### src/rtl/pipe_hazard_ctrl.sv
`default_nettype none
// ============================================================================
//  Module   : pipe_hazard_ctrl
//  Purpose  : Central stall / flush / forwarding controller for the 5-stage
//             RV32 pipeline. Sequences the PC, IF/ID, ID/EX, EX/MEM and
//             MEM/WB registers. Handles the post-reset flush, load-use and
//             control hazards, data-memory wait states with a timeout trap,
//             and ALU operand forwarding.
//
//  Parameters
//    INIT_CYCLES  : cycles of post-reset flush before normal issue
//    MEM_TIMEOUT  : consecutive memory-wait cycles before the trap is taken
//
//  Ports
//    clk, rst_n                 : clock, asynchronous active-low reset
//    id_rs1/id_rs2              : sources of the instruction in ID
//    ex_rs1/ex_rs2/ex_rd        : sources / destination of the instruction in EX
//    ex_memread                 : instruction in EX is a load
//    mem_rd/mem_regwrite        : destination / write enable in MEM
//    wb_rd/wb_regwrite          : destination / write enable in WB
//    branch_taken               : branch/jump resolved taken in MEM
//    mem_req/mem_ready          : data-memory access request / completion
//    pcwrite, fdwrite           : PC and IF/ID load enables
//    fdflush                    : IF/ID instruction cleared
//    idex_bubble, exmem_bubble  : NOP injection into ID/EX and EX/MEM
//    pipe_hold                  : ID/EX, EX/MEM, MEM/WB keep contents
//    fwd_a, fwd_b               : ALU operand select (00 RF, 10 EX/MEM, 01 MEM/WB)
//    mem_err                    : sticky memory-timeout trap flag
//    stall_cycles, flush_events : performance counters
//
//  Build option
//    PIPE_CTRL_PERF_EN : when defined, the performance counters are built;
//                        otherwise both counter ports are tied to zero.
//
//  Revision : 1.0  initial release
// ============================================================================
module pipe_hazard_ctrl #(
  parameter int INIT_CYCLES = 4,
  parameter int MEM_TIMEOUT = 16
) (
  input  logic        clk,
  input  logic        rst_n,
  input  logic [4:0]  id_rs1,
  input  logic [4:0]  id_rs2,
  input  logic [4:0]  ex_rs1,
  input  logic [4:0]  ex_rs2,
  input  logic [4:0]  ex_rd,
  input  logic        ex_memread,
  input  logic [4:0]  mem_rd,
  input  logic        mem_regwrite,
  input  logic [4:0]  wb_rd,
  input  logic        wb_regwrite,
  input  logic        branch_taken,
  input  logic        mem_req,
  input  logic        mem_ready,
  output logic        pcwrite,
  output logic        fdwrite,
  output logic        fdflush,
  output logic        idex_bubble,
  output logic        exmem_bubble,
  output logic        pipe_hold,
  output logic [1:0]  fwd_a,
  output logic [1:0]  fwd_b,
  output logic        mem_err,
  output logic [31:0] stall_cycles,
  output logic [31:0] flush_events
);

  // --------------------------------------------------------------------------
  // Counter widths and terminal values
  // --------------------------------------------------------------------------
  localparam int ICW = (INIT_CYCLES > 1) ? $clog2(INIT_CYCLES) : 1;
  localparam int WCW = $clog2(MEM_TIMEOUT + 1);

  localparam logic [ICW-1:0] c_init_last = ICW'(INIT_CYCLES - 1);
  // Wait count value in the last tolerated wait cycle; the next edge traps.
  localparam logic [WCW-1:0] c_wait_last = WCW'(MEM_TIMEOUT - 1);

  localparam logic [1:0] c_fwd_rf  = 2'b00;
  localparam logic [1:0] c_fwd_mem = 2'b10;
  localparam logic [1:0] c_fwd_wb  = 2'b01;

  typedef enum logic [1:0] {
    S_INIT  = 2'd0,
    S_RUN   = 2'd1,
    S_MWAIT = 2'd2,
    S_TRAP  = 2'd3
  } state_t;

  state_t           r_state;
  state_t           w_state_nxt;
  logic [ICW-1:0]   r_init_cnt;
  logic [WCW-1:0]   r_wait_cnt;

  // --------------------------------------------------------------------------
  // Hazard detection (x0 never matches)
  // --------------------------------------------------------------------------
  logic w_load_use;
  logic w_mem_busy;

  assign w_load_use = ex_memread && (ex_rd != 5'd0) &&
                      ((ex_rd == id_rs1) || (ex_rd == id_rs2));
  assign w_mem_busy = mem_req && !mem_ready;

  // --------------------------------------------------------------------------
  // State register and counters
  // --------------------------------------------------------------------------
  always_ff @(posedge clk or negedge rst_n) begin
    if (!rst_n) begin
      r_state    <= S_INIT;
      r_init_cnt <= '0;
      r_wait_cnt <= '0;
    end else begin
      r_state <= w_state_nxt;

      if (r_state == S_INIT && r_init_cnt != c_init_last) begin
        r_init_cnt <= r_init_cnt + ICW'(1);
      end else begin
        r_init_cnt <= '0;
      end

      // The first hold cycle happens in RUN, so the count starts at 1 on entry
      // to MWAIT and equals the number of frozen cycles seen so far.
      if (r_state == S_RUN && w_mem_busy) begin
        r_wait_cnt <= WCW'(1);
      end else if (r_state == S_MWAIT && !mem_ready) begin
        r_wait_cnt <= r_wait_cnt + WCW'(1);
      end else begin
        r_wait_cnt <= '0;
      end
    end
  end

  // --------------------------------------------------------------------------
  // Next-state and Mealy outputs
  // --------------------------------------------------------------------------
  always_comb begin
    w_state_nxt  = r_state;
    pcwrite      = 1'b1;
    fdwrite      = 1'b1;
    fdflush      = 1'b0;
    idex_bubble  = 1'b0;
    exmem_bubble = 1'b0;
    pipe_hold    = 1'b0;
    mem_err      = 1'b0;

    unique case (r_state)
      S_INIT: begin
        pcwrite      = 1'b0;
        fdwrite      = 1'b0;
        fdflush      = 1'b1;
        idex_bubble  = 1'b1;
        exmem_bubble = 1'b1;
        if (r_init_cnt == c_init_last) begin
          w_state_nxt = S_RUN;
        end
      end

      S_RUN, S_MWAIT: begin
        // A frozen pipeline masks branch and load-use; both are re-evaluated
        // in the cycle the memory releases the pipeline.
        if ((r_state == S_RUN && w_mem_busy) ||
            (r_state == S_MWAIT && !mem_ready)) begin
          pcwrite   = 1'b0;
          fdwrite   = 1'b0;
          pipe_hold = 1'b1;
          if (r_state == S_RUN) begin
            w_state_nxt = (MEM_TIMEOUT <= 1) ? S_TRAP : S_MWAIT;
          end else if (r_wait_cnt == c_wait_last) begin
            w_state_nxt = S_TRAP;
          end
        end else begin
          w_state_nxt = S_RUN;
          if (branch_taken) begin
            // Flush wins over a simultaneous load-use: the stalled
            // instruction is squashed anyway.
            fdflush      = 1'b1;
            idex_bubble  = 1'b1;
            exmem_bubble = 1'b1;
          end else if (w_load_use) begin
            pcwrite     = 1'b0;
            fdwrite     = 1'b0;
            idex_bubble = 1'b1;
          end
        end
      end

      S_TRAP: begin
        pcwrite   = 1'b0;
        fdwrite   = 1'b0;
        pipe_hold = 1'b1;
        mem_err   = 1'b1;
      end

      default: begin
        w_state_nxt = S_INIT;
      end
    endcase
  end

  // --------------------------------------------------------------------------
  // Operand forwarding: MEM result is newer than WB, so it has priority
  // --------------------------------------------------------------------------
  always_comb begin
    fwd_a = c_fwd_rf;
    if (mem_regwrite && mem_rd != 5'd0 && mem_rd == ex_rs1) begin
      fwd_a = c_fwd_mem;
    end else if (wb_regwrite && wb_rd != 5'd0 && wb_rd == ex_rs1) begin
      fwd_a = c_fwd_wb;
    end
  end

  always_comb begin
    fwd_b = c_fwd_rf;
    if (mem_regwrite && mem_rd != 5'd0 && mem_rd == ex_rs2) begin
      fwd_b = c_fwd_mem;
    end else if (wb_regwrite && wb_rd != 5'd0 && wb_rd == ex_rs2) begin
      fwd_b = c_fwd_wb;
    end
  end

  // --------------------------------------------------------------------------
  // Performance counters
  // --------------------------------------------------------------------------
`ifdef PIPE_CTRL_PERF_EN
  logic        w_stall_evt;
  logic        w_flush_evt;
  logic [31:0] r_stall_cycles;
  logic [31:0] r_flush_events;

  // INIT also drives pcwrite low and fdflush high, but neither counts.
  assign w_stall_evt = !pcwrite && (r_state == S_RUN || r_state == S_MWAIT);
  assign w_flush_evt = fdflush  && (r_state == S_RUN || r_state == S_MWAIT);

  always_ff @(posedge clk or negedge rst_n) begin
    if (!rst_n) begin
      r_stall_cycles <= '0;
      r_flush_events <= '0;
    end else begin
      if (w_stall_evt) begin
        r_stall_cycles <= r_stall_cycles + 32'd1;
      end
      if (w_flush_evt) begin
        r_flush_events <= r_flush_events + 32'd1;
      end
    end
  end

  assign stall_cycles = r_stall_cycles;
  assign flush_events = r_flush_events;
`else
  assign stall_cycles = '0;
  assign flush_events = '0;
`endif

endmodule
`default_nettype wire
### config.mk
export PLATFORM = sky130hd
export DESIGN_NAME = pipe_hazard_ctrl
export DESIGN_NICKNAME = d
export VERILOG_FILES = /design/src/rtl/pipe_hazard_ctrl.sv
export SDC_FILE = /design/constraint.sdc
export NUM_CORES = 1
export LEC_CHECK = 0
export CAP_MARGIN = 5
export CORE_MARGIN = 2
export CORE_UTILIZATION = 35
export DETAILED_ROUTE_END_ITERATION = 6
export MAX_ROUTING_LAYER = met4
export PLACE_DENSITY = 0.91
export SYNTH_ARGS = -nofsm -noshare
export SYNTH_HDL_FRONTEND = slang
export SYNTH_SLANG_ARGS = --single-unit
### constraint.sdc
create_clock -name clk -period 2.8 [get_ports clk]
set_input_delay 0.56 -clock clk [delete_from_list [all_inputs] [get_ports clk]]
set_output_delay 0.56 -clock clk [all_outputs]
set_load 0.02 [all_outputs]
==> flow_metrics.tcl, run 1 <==
set metrics [dict create \
    cts_root_buffer "clkbuf_8" \
    wl_met2_um 1830 \
    die_w_um 67.3 \
    htree_levels 1 \
    wl_met3_um 210 \
    tritoncts "done" \
    ys_warn_count 0 \
    numClockSinks 9 \
    crit_family "simple AND/OR/NAND/NOR gates" \
    netlist.area_leader.share_pct 35.3 \
    diodes 0 \
    tns_ps 0 \
    crit_buf_inv 2 \
    startpoint "mem_rd[3]" \
    crit_chain "clkdlybuf4s50_1 -> or4_4 -> o21ai_4 -> nor4_4 -> nor4_2 -> buf_4" \
    grt.total_usage_pct 13.0 \
    clock_skew_ps 1.47 \
    seq_area_um2 225 \
    viasPerCell 3.97 \
    timing.fmax_ghz 0.363 \
    drive_gt1_share_pct 15.4 \
    die_y_um 67.3 \
    ys_ff_latch 9 \
    layout.nets 291 \
    setup_viol 0 \
    period_needed_ps 2760 \
    endpoint_kind "output pin" \
    core_area_um2 3910 \
    syn_avg_cell_area_um2 8.40 \
    grt_overflow 0 \
    power_density_nw_per_um2 258 \
    highest_layer "met4" \
    grt_max_degree 10 \
    post_drt_wl_per_cell_um 11.0 \
    path_clk_slew_ps 40 \
    cts_buffer_depth 2 \
    antenna_found_initial 0 \
    grt_pass1_vias 1055 \
    layout_commonest_cell "conb_1" \
    reg2reg_depth 7 \
    num_vias 1152 \
    startpoint_type "input pin" \
    cp-endpoint "fwd_a[0]" \
    finalWeightedCongestion 0.778 \
    wl_met1_um 1110 \
    rows 23 \
    p_leak_nw 1.03 \
    vdd_drop_max_v 0.000115 \
    cp.required_ps 2240 \
    initial_core_util_pct 35.8 \
    yosysTopAreaCell "buf_4" \
    cts_made_buffers 3 \
    final-max-slew-violation-count 0 \
    hold_violations 0 \
    rsz0062_at_grt "no" \
    drcViolationCount 0 \
    r2r-start "r_state[1]" \
    synth_area_um2 1400 \
    pin_count 118 \
    crit_slowest_cell "or4_4" \
    clkLatencyLatePin_ps 230 \
    crit_path_max_fanout 2 \
    fin_cells 290 \
    dieArea_um2 4530 \
    drtAntennaViolNets 0 \
    dp_cells 286 \
    worstSetupPathType "in2out" \
    cts_hold_buf 0 \
    wirelength_um 3200 \
    max_cap_viol_count 0 \
    r2r_setup_slack_ps 1010 \
    fin_crit_sh_pct 98.5 \
    n_fill_cell 407 \
    outcome "finished, final reports clean" \
    drtIter0Drc 59 \
    netlist_instances 167 \
    multi_input_area_um2 942 \
    cp.arrival_ps 2200 \
    ys_types 29 \
    reg2reg_to "r_state[0]" \
    layout_common_cells "64 x conb_1, 33 x clkdlybuf4s50_1, 25 x xor2_1, 21 x buf_4, 10 x dlymetal6s2s_1" \
    hold_path_class "reg2reg" \
    place_hpwl_um 2750 \
    area_delta_synth_final_pct 40.1 \
    grt_pass1_wl_um 4440 \
    slowest_delay_ps 500 \
    firstDrtPassIters 4 \
    seq_area_frac_synth_pct 16.1 \
    cp.depth 6 \
    port-buffer-count 53 \
    synthTopCellsByArea "buf_4 35%, dfrtp_1 16%, xor2_1 16%" \
]
-- synthesized netlist by cell type, drive strengths merged --
library cell	instances
buf	66
xor2	25
dfrtp	9
ha	7
nor2	7
xnor2	7
inv	6
a21oi	5
o21ai	5
or4	5
nor4	4
nand3	3
a22oi	2
and3	2
nand2	2
nand3b	2
nor3	2
a2bb2oi	1
conb	1
nand2b	1
nor3b	1
o21a	1
o22ai	1
o31a	1
or3b	1
-- kinds of logic (layout without fill, tap and decap cells) --
kind of cell | Yosys count | in the layout | share of synthesized area, %
compound gates | 16 | 16 | 7.14
fa+ha+maj | 7 | 7 | 6.24
xor+xnor | 32 | 32 | 20.0
flops | 9 | 9 | 16.1
simple gates | 30 | 30 | 13.4
buf+inv | 72 | 82 | 36.9
other cells | 1 | 64 | 0.267
-- how the worst min path moves through the flow --
| stage | start | endpoint | slack (ps) | depth (start not counted) |
|---|---|---|---|---|
| finish | r_init_cnt[0] | r_init_cnt[0] | 450 | 1 |
| global route | r_init_cnt[0] | r_init_cnt[0] | 470 | 1 |
| CTS | r_init_cnt[0] | r_init_cnt[0] | 450 | 1 |
| detailed placement | r_init_cnt[0] | r_init_cnt[0] | 440 | 1 |
| global placement | r_init_cnt[0] | r_init_cnt[0] | 430 | 1 |
| floorplan | rst_n | r_init_cnt[0] | 260 | 0 |
-- flip-flops by register name (all words and copies together), names as in the netlist --
register	count
r_init_cnt	2
r_state	2
r_wait_cnt	5
-- layout make-up --
class                   instances  area share (%)
clock buffers                   4            2.29
multi-input cells             149            47.9
inverters                       6            1.15
flip-flops and latches          9            11.5
repair buffers                 72            34.0
well taps                      50            3.18
-- metal layers --
layer  GRT usage (%)  vias up
met1            14.0      521
li1                -      565
met3           0.500        6
met2            25.6       60
met5               -        -
met4            3.83        0
-- through the flow --
stage	worst slack [ps]	power, mW	utilization [%]	area [um^2]	hold WS (ps)
floorplan	349	0.316	-	1640	264
global placement	-395	0.349	48.0	1880	429
detailed placement	-503	0.352	48.0	1880	438
CTS	-50.2	0.505	48.9	1920	447
global route	10.6	0.541	50.2	1970	475
finish	41.4	0.508	50.2	1970	447
-- timing repair --
action                                  CTS  global route
setup buffers                             0             0
gates resized for setup                  23            23
endpoints found under the setup margin   10             7
pin swaps                                 0             7
-- power breakdown --
group	internal, mW	switching [mW]	total, mW	leakage, nW
combinational	0.0928	0.137	0.229	0.887
clock	0.0990	0.0485	0.147	0.0228
sequential	0.131	0	0.131	0.115
total	0.322	0.185	0.508	1.03
Note: power is estimated with default switching activity, not from simulation.
==> inputs of run 2 (changes only) <==
--- a/config.mk
+++ b/config.mk
@@ -6,7 +6,6 @@
 export NUM_CORES = 1
 export LEC_CHECK = 0
 export CAP_MARGIN = 5
-export CORE_MARGIN = 2
 export CORE_UTILIZATION = 35
 export DETAILED_ROUTE_END_ITERATION = 6
 export MAX_ROUTING_LAYER = met4
==> flow_metrics.tcl, run 2 (synthesis results as in run 1) <==
set metrics [dict create \
    outcome "finished, final reports clean" \
    min_to "r_init_cnt[0]" \
    layout_commonest_cell "conb_1" \
    numClockSinks 9 \
    tritoncts "done" \
    worst_slack_ps 9.27 \
    hp-start "r_init_cnt[0]" \
    antenna_found_initial 0 \
    finalPower_uw 512 \
    clkLatencyLatePin_ps 230 \
    viasPerCell 4.03 \
    post_drt_wl_per_cell_um 11.1 \
    whs_path_depth 1 \
    cts_buffer_depth 2 \
    timing.fmax_ghz 0.358 \
    use_met3_pct 1.39 \
    core_area_um2 3740 \
    cts_made_buffers 3 \
    grt_pass1_vias 1069 \
    max_cap_viol_count 0 \
    cp.required_ps 2240 \
    setup_viol 0 \
    r2r-start "r_state[1]" \
    firstDrtPassIters 4 \
    busiest_layer "met2" \
    drtAntennaViolNets 0 \
    die_w_um 65.3 \
    layout.nets 294 \
    r2r_setup_slack_ps 1010 \
    path_clk_slew_ps 40 \
    post-route-util_pct 52.5 \
    largest_reg_flops 5 \
    period_needed_ps 2790 \
    reg2reg_to "r_state[0]" \
    use_met1_pct 14.4 \
    reg2reg_depth 7 \
    num_vias 1173 \
    wirelength_um 3230 \
    vdd_drop_max_v 0.000131 \
    hold_path_class "reg2reg" \
    top_register "r_wait_cnt" \
    initial_core_util_pct 37.5 \
    power_density_nw_per_um2 260 \
    pre_cts_slack_ps -445 \
    grt_max_degree 10 \
    cts_hold_buf 0 \
    startpoint_type "input pin" \
    rsz0062_at_grt "yes" \
    rows 22 \
    worstSetupPathType "in2out" \
    grtUsageMet2_pct 26.8 \
    dieArea_um2 4260 \
    reg_top3 "r_wait_cnt x5, r_init_cnt x2, r_state x2" \
    drtIter0Drc 37 \
    finalWeightedCongestion 0.789 \
    clock_skew_ps 1.78 \
    p_leak_nw 0.980 \
    cp.arrival_ps 2230 \
    crit_path_max_fanout 2 \
    endpoint_kind "output pin" \
    port-buffer-count 53 \
    area_delta_synth_final_pct 40.2 \
    die_y_um 65.3 \
    cts_root_buffer "clkbuf_8" \
    layout_common_cells "64 x conb_1, 39 x clkdlybuf4s50_1, 25 x xor2_1, 24 x buf_4, 9 x dfrtp_1" \
    final-max-slew-violation-count 0 \
    pin_count 118 \
    place_hpwl_um 2700 \
    hold_violations 0 \
    diodes 0 \
    drive_gt1_share_pct 16.9 \
    htree_levels 1 \
    fin_crit_sh_pct 99.7 \
    grt.total_usage_pct 14.2 \
    grt_overflow 0 \
    drcViolationCount 0 \
    grt_pass1_wl_um 4570 \
    post_cts_buffers 0 \
]
==> run 2: cell types whose count changed in the layout (fill, tap and decap cells not counted) <==
cell	previous run	this run
buf_4	21	24
clkbuf_2	4	5
clkdlybuf4s50_1	33	39
dlygate4sd2_1	4	3
dlymetal6s2s_1	10	4
==> run 2: final cells by class <==
cell class	instances	area, um^2
clock buffers	4	45.0
fillers	368	1780
inverters	6	22.5
multi-input cells	149	942
flip-flops and latches	9	225
well taps	48	60.1
repair buffers	75	672
==> run 2: worst max-delay path, cell delays in order <==
cell             delay (ps)
clkdlybuf4s50_1         480
or4_1                   130
o21ai_1                  80
or4_1                   490
nor4_2                  300
buf_4                   190
==> run 2: layer usage <==
| metal | routed length, um | share of wire (%) |
|---|---|---|
| met1 | 1120 | 35 |
| met2 | 1820 | 56 |
| met3 | 142 | 4.4 |
| met4 | 145 | 4.5 |
| met5 | 0 | 0 |
==> run 2: worst max path at each step <==
stage | startpoint | slack, ps | end | cells after the start
2_1_floorplan | mem_rd[1] | 350 | fwd_a[0] | 4
3_3_place_gp | mem_rd[1] | -400 | fwd_b[0] | 6
3_5_place_dp | mem_rd[1] | -440 | fwd_a[0] | 6
4_1_cts | mem_rd[1] | -3 | fwd_a[0] | 6
5_1_grt | wb_rd[3] | -80 | fwd_a[0] | 6
6_report | wb_rd[2] | 9 | fwd_a[0] | 6
==> run 2: repair_timing <==
action | CTS | global route
resized for setup | 25 | 18
endpoints found under the setup margin | 10 | 6
gates cloned | 0 | 0
pin swaps | 0 | 4
==> run 2: power by group <==
part | leakage (nW) | internal [mW] | total (mW) | switching (mW)
registers | 0.115 | 0.131 | 0.131 | 0
logic | 0.842 | 0.0968 | 0.234 | 0.137
clock network | 0.0228 | 0.0990 | 0.148 | 0.0491
total | 0.980 | 0.326 | 0.512 | 0.186
==> run 2: per-stage QoR <==
stage	instance area (um^2)	setup TNS, ps	std cells	hold slack (ps)
2_1_floorplan	1640	0	230	264
3_3_place_gp	1900	-2150	287	427
3_5_place_dp	1900	-2540	287	440
4_1_cts	1950	-2.69	291	455
5_1_grt	1970	-92.5	291	497
6_report	1970	0	291	460
